File: config.mk
export PLATFORM = sky130hd
export DESIGN_NAME = cfg_reg_arbiter
export DESIGN_NICKNAME = d
export VERILOG_FILES = /design/src/rtl/cfg_arb_pkg.sv /design/src/rtl/rr_arbiter.sv /design/src/rtl/cfg_reg_arbiter.sv
export SDC_FILE = /design/constraint.sdc
export NUM_CORES = 1
export LEC_CHECK = 0
export CORE_MARGIN = 4
export CORE_UTILIZATION = 37
export DETAILED_ROUTE_END_ITERATION = 12
export GPL_TIMING_DRIVEN = 0
export PLACE_DENSITY = 0.85
export SYNTH_ARGS = -nofsm -noshare
export SYNTH_HDL_FRONTEND = slang
export SYNTH_SLANG_ARGS = --single-unit
File: constraint.sdc
create_clock -name clk -period 3.3 [get_ports clk]
set_input_delay 0.495 -clock clk [delete_from_list [all_inputs] [get_ports clk]]
set_output_delay 0.495 -clock clk [all_outputs]
set_load 0.03 [all_outputs]
File: src/rtl/cfg_arb_pkg.sv
// cfg_arb_pkg: shared FSM state type and default sizing for the config register arbiter
package cfg_arb_pkg;
  typedef enum logic [1:0] {IDLE, ISSUE, WAIT, RESP} state_e;
  localparam int DEF_DATA_WIDTH = 32;
  localparam int DEF_ADDR_WIDTH = 5;
  localparam int DEF_DEPTH = 24;
  function automatic int idx_w(input int n);
    return n > 1 ? $clog2(n) : 1;
  endfunction
endpackage

File: src/rtl/rr_arbiter.sv
// rr_arbiter: round-robin grant searching upward from ptr_i
//   req_i   : request vector
//   ptr_i   : highest-priority requester index
//   grant_o : one-hot grant, idx_o : its index
module rr_arbiter #(
  parameter int NUM_REQ = 4,
  parameter int IW = 2
) (
  input  logic [NUM_REQ-1:0] req_i,
  input  logic [IW-1:0]      ptr_i,
  output logic [NUM_REQ-1:0] grant_o,
  output logic [IW-1:0]      idx_o
);
  always_comb begin
    logic [IW-1:0] j;
    j = '0;
    grant_o = '0;
    idx_o = '0;
    // walk from the furthest candidate back to ptr_i so the nearest request wins
    for (int i = NUM_REQ - 1; i >= 0; i--) begin
      j = IW'((int'(ptr_i) + i) % NUM_REQ);
      if (req_i[j]) begin
        grant_o = '0;
        grant_o[j] = 1'b1;
        idx_o = j;
      end
    end
  end
endmodule

File: src/rtl/cfg_reg_arbiter.sv
// cfg_reg_arbiter: round-robin arbiter giving NUM_REQ requesters one-at-a-time access to a config register file
//   req_*  : per-requester valid/ready handshake with flattened wr/addr/wdata
//   rsp_*  : one-hot completion pulse to the owner with shared read data and error flag
//   cfg_*  : register file port; cs_n low for one ISSUE cycle, then wait for cfg_resp
module cfg_reg_arbiter
  import cfg_arb_pkg::*;
#(
  parameter int NUM_REQ    = 4,
  parameter int DATA_WIDTH = DEF_DATA_WIDTH,
  parameter int ADDR_WIDTH = DEF_ADDR_WIDTH,
  parameter int DEPTH      = DEF_DEPTH,
  parameter int TIMEOUT    = 15
) (
  input  logic                          clk,
  input  logic                          rst_n,
  input  logic [NUM_REQ-1:0]            req_valid,
  output logic [NUM_REQ-1:0]            req_ready,
  input  logic [NUM_REQ-1:0]            req_wr,
  input  logic [NUM_REQ*ADDR_WIDTH-1:0] req_addr,
  input  logic [NUM_REQ*DATA_WIDTH-1:0] req_wdata,
  output logic [NUM_REQ-1:0]            rsp_valid,
  output logic [DATA_WIDTH-1:0]         rsp_rdata,
  output logic                          rsp_err,
  output logic                          cfg_cs_n,
  output logic                          cfg_wr_en,
  output logic [ADDR_WIDTH-1:0]         cfg_addr,
  output logic [DATA_WIDTH-1:0]         cfg_wr_data,
  input  logic [DATA_WIDTH-1:0]         cfg_rd_data,
  input  logic                          cfg_resp
);
  localparam int IW = idx_w(NUM_REQ);
  localparam int CW = $clog2(TIMEOUT + 1);
  state_e state_q, state_d;
  logic [IW-1:0] ptr_q, ptr_d, gnt_q, gnt_d, gidx;
  logic [NUM_REQ-1:0] grant;
  logic wr_q, wr_d, err_q, err_d, sel_wr, bad, expire;
  logic [ADDR_WIDTH-1:0] addr_q, addr_d, sel_addr;
  logic [DATA_WIDTH-1:0] wdata_q, wdata_d, rdata_q, rdata_d, sel_wdata;
  logic [CW-1:0] cnt_q, cnt_d;
  rr_arbiter #(.NUM_REQ(NUM_REQ), .IW(IW)) u_rr (
    .req_i  (req_valid),
    .ptr_i  (ptr_q),
    .grant_o(grant),
    .idx_o  (gidx)
  );
  always_comb begin
    sel_addr = '0;
    sel_wdata = '0;
    for (int i = 0; i < NUM_REQ; i++) begin
      if (grant[i]) begin
        sel_addr = req_addr[i*ADDR_WIDTH +: ADDR_WIDTH];
        sel_wdata = req_wdata[i*DATA_WIDTH +: DATA_WIDTH];
      end
    end
    sel_wr = |(req_wr & grant);
    bad = int'(sel_addr) >= DEPTH;
    expire = cnt_q == CW'(TIMEOUT - 1);
  end
  always_ff @(posedge clk or negedge rst_n) begin
    if (!rst_n) begin
      state_q <= IDLE;
      ptr_q <= '0;
      gnt_q <= '0;
      wr_q <= 1'b0;
      addr_q <= '0;
      wdata_q <= '0;
      rdata_q <= '0;
      err_q <= 1'b0;
      cnt_q <= '0;
    end else begin
      state_q <= state_d;
      ptr_q <= ptr_d;
      gnt_q <= gnt_d;
      wr_q <= wr_d;
      addr_q <= addr_d;
      wdata_q <= wdata_d;
      rdata_q <= rdata_d;
      err_q <= err_d;
      cnt_q <= cnt_d;
    end
  end
  always_comb begin
    state_d = state_q;
    ptr_d = ptr_q;
    gnt_d = gnt_q;
    wr_d = wr_q;
    addr_d = addr_q;
    wdata_d = wdata_q;
    rdata_d = rdata_q;
    err_d = err_q;
    cnt_d = '0;
    case (state_q)
      IDLE: begin
        if (|req_valid) begin
          // out-of-range addresses never reach the register file
          state_d = bad ? RESP : ISSUE;
          ptr_d = (int'(gidx) == NUM_REQ - 1) ? '0 : gidx + 1'b1;
          gnt_d = gidx;
          wr_d = sel_wr;
          addr_d = sel_addr;
          wdata_d = sel_wdata;
          rdata_d = '0;
          err_d = bad;
        end
      end
      ISSUE: state_d = WAIT;
      WAIT: begin
        state_d = (cfg_resp || expire) ? RESP : WAIT;
        cnt_d = (cfg_resp || expire) ? '0 : cnt_q + 1'b1;
        rdata_d = (cfg_resp && !wr_q) ? cfg_rd_data : '0;
        err_d = !cfg_resp;
      end
      RESP: state_d = IDLE;
      default: state_d = IDLE;
    endcase
  end
  always_comb begin
    req_ready = (rst_n && state_q == IDLE) ? grant : '0;
    rsp_valid = (state_q == RESP) ? NUM_REQ'(1) << gnt_q : '0;
    rsp_rdata = (state_q == RESP) ? rdata_q : '0;
    rsp_err = (state_q == RESP) && err_q;
    cfg_cs_n = state_q != ISSUE;
    cfg_wr_en = wr_q && (state_q == ISSUE || state_q == WAIT);
    cfg_addr = addr_q;
    cfg_wr_data = wdata_q;
  end
endmodule
==> results.txt <==
min-delay worst type: input pin to async pin
Critical Path RT: 2.80 ns
Reg clk slew, reported paths: 0.06 ns
setup slack after layout: 0.03050 ns
CTS tree: built
CP bufs+invs: 5
CTS max path bufs: 2
number of flops mapped to enable cells by yosys: 0
num rows: 43
crit path launch type: flop
Cell Pwr Density: 1063 nW/um^2
slowest stage cell, crit path: dfrtp_1
first-pass GRT wire length: 31.28 mm
reg2reg start: ptr_q[1]
placed cell count: 1034
Finished Layout Cells: 1060
syn avg cell area: 9.179 um^2
Post-Syn Area: 5351 um^2
final routed DRC violation total: 0
CTS Hold Buffers Added: 0
GR peak layer: met2
post-detail-place hpwl: 15.67 mm
Post-synth top flop: dfrtp_1
LEAKAGE: 0.003486 uW
largest net degree at the start of global routing: 55
I/O pin count: 271
status: completed
Core Footprint: 14040 um^2
most used cell, CP: buf_4
CP delay by family, top: buffers and inverters
cts bufs inserted: 9
IO Port Bufs: 270
DP Worst Slack: -1.065 ns
Rel. slew slack: 55.22%
worst r2r path cells: 12
Worst EP arrival: 2.77 ns
Fin. Hold Viols: 0
antenna diode count: 0
total gr overflow: 0
critical path type: flop to output port
YS warnings: 0
initial antenna violation count: 0
final count of negative-setup-slack endpoints: 0
Starting Density: 38.11%
clk_lat worst skew: 0.34 ns
Final Power: 9344 uW
Layout Skew: 0.005363 ns
worst-margin pin slew: 0.6656 ns
WHS: 0.08885 ns
fmax: 305.9 MHz
commonest non-fill, non-tap cell in the layout: clkdlybuf4s50_1
vias in the first global route: 5697
Final Net Count: 1080
VDD IR-drop max: 631.2 uV
Routed wire per std cell: 19.63 um
DIE AREA: 16450 um^2
Critical Path Fanout Max: 10
layout cells sized above 1: 16.59%
RR Endpoint: wr_q
vias per cell: 5.531
CP endpoint kind: output port
TNS Setup: 0 ns
die width: 128.3 um
Worst R2R Setup Slack: 0.13 ns
Final Wtd Congestion: 0.8839
FF+latch count, synth: 81
most frequent cells in the layout: 265 x clkdlybuf4s50_1, 85 x nand2_1, 80 x dfrtp_1
critical-path cell list: buf_4, inv_1, ha_4, clkbuf_8, mux4_2, nor2b_4, a211oi_2, nand2_1, o21ai_1, buf_4, nor2_2, buf_6
met1 Use GR: 32.08%
syn nets: 788
crit-path max cell delay: 0.39 ns
max cap viols: 0
Slew Limit Fails: 0
sequential-to-total area share from yosys stat: 37.88%
DIE HEIGHT: 128.3 um
Async S/R FF share, synth: 100.0%
total number of vias: 5863
post-synth cell types: 53
CTS Root Cell: clkbuf_16
DRT Pass-1 Iters: 5
Filler cells: 1144
min Tclk post-route: 3.269 ns
GRT Resource Usage Total: 24.20%
Area growth syn-to-layout: 64.23%
Initial DRC Count: 422
remaining antenna violation count: 0
Sink Count: 81
met2 Use GR: 39.04%
cell count after synthesis: 583
total length of routed wires: 20.80 mm
met3 Usage GRT: 6.000%
CTS H-tree depth: 3
period utilization: 99.08%
## cell type report
type / instances / area (um^2) / area share, %
Tap cell: 180 / 225.2 / 2.563
Timing Repair Buffer: 283 / 2811 / 31.99
Buffer: 52 / 291.5 / 3.317
Inverter: 8 / 33.78 / 0.3844
Clock buffer: 10 / 239.0 / 2.719
Clock inverter: 6 / 75.07 / 0.8542
Multi-Input combinational cell: 440 / 3084 / 35.09
Sequential cell: 81 / 2028 / 23.08
## synth_stat cells (all sizes together) (2+ instances only)
cell,n,area share [%]
a211oi,2,0.37
xor2,2,0.33
a31oi,4,0.47
mux2i,8,1.5
a2bb2oi,2,0.44
nand4,3,0.35
mux2,3,0.63
o21ai,43,4.1
ha,14,3.3
clkbuf,25,1.8
and2,34,4.0
dfrtp,81,38
nor2,53,3.7
nand2b,4,0.47
nand2,85,6.0
o22ai,5,0.58
nand3,2,0.19
a221o,37,6.9
a21oi,73,8.9
inv,8,0.56
nor3b,2,0.28
mux4,3,1.3
nor2b,7,1.1
buf,29,3.4
a22oi,2,0.28
o211ai,36,7.9
a221oi,2,0.56
## worst max-delay path by stage
stage,from,to,slack [ns],depth (start not counted)
after floorplan,ptr_q[0],req_ready[2],0.04,12
after global placement,rst_n,req_ready[0],-2.75,4
after detailed placement,ptr_q[0],req_ready[2],-1.07,13
after CTS,ptr_q[0],req_ready[3],0.01,12
after global routing,ptr_q[1],req_ready[2],-0.07,12
final,ptr_q[1],req_ready[2],0.03,12
## registers in the layout (all words and copies together) (netlist names)
name         cells
rdata_q         32
cnt_q            4
gnt_q            2
err_q            1
state_q          2
cfg_addr         5
cfg_wr_data     32
wr_q             1
ptr_q            2
## layer usage
layer  share of wire (%)  vias up
met5                   0        -
met4                 2.5        0
met3                 8.7       34
met2                  49      293
met1                  40     2841
li1                    -     2695
## metrics by stage
step,utilization [%],cell area [um^2]
global placement,59.00,8285
global route,62.59,8788
CTS,62.19,8733
finish,62.59,8788
detailed placement,59.18,8310
floorplan,-,5358
## cells by family (layout without fill, tap and decap cells)
family | after synthesis | count (layout) | share of synthesized area (%)
xor+xnor | 3 | 3 | 0.4911
compound gates | 215 | 215 | 32.71
fa+ha+maj | 14 | 14 | 3.273
mux | 14 | 14 | 3.390
simple gates | 194 | 194 | 16.58
flops | 81 | 81 | 37.88
buf+inv | 62 | 359 | 5.681
## timing repair
action	CTS	global route
buffers inserted	10	2
pin swaps	2	2
endpoints found under the setup margin	44	25
resized for setup	41	13
## where the power goes
group	switching, uW	internal [uW]	total [uW]
clock	449	618	1070
sequential	206	1370	1580
combinational	3940	2760	6700
## worst register-to-register path: stages, from the launching register on
cell       delay (ns)
dfrtp_1          0.39
buf_4            0.18
inv_1            0.17
ha_4             0.24
clkbuf_8         0.16
mux4_2           0.29
nor2b_4          0.06
a211oi_2         0.30
a2bb2oi_2        0.14
buf_6            0.17
buf_2            0.21
a222oi_1         0.55
a31oi_1          0.16
Power figures use the tool's default switching activity.
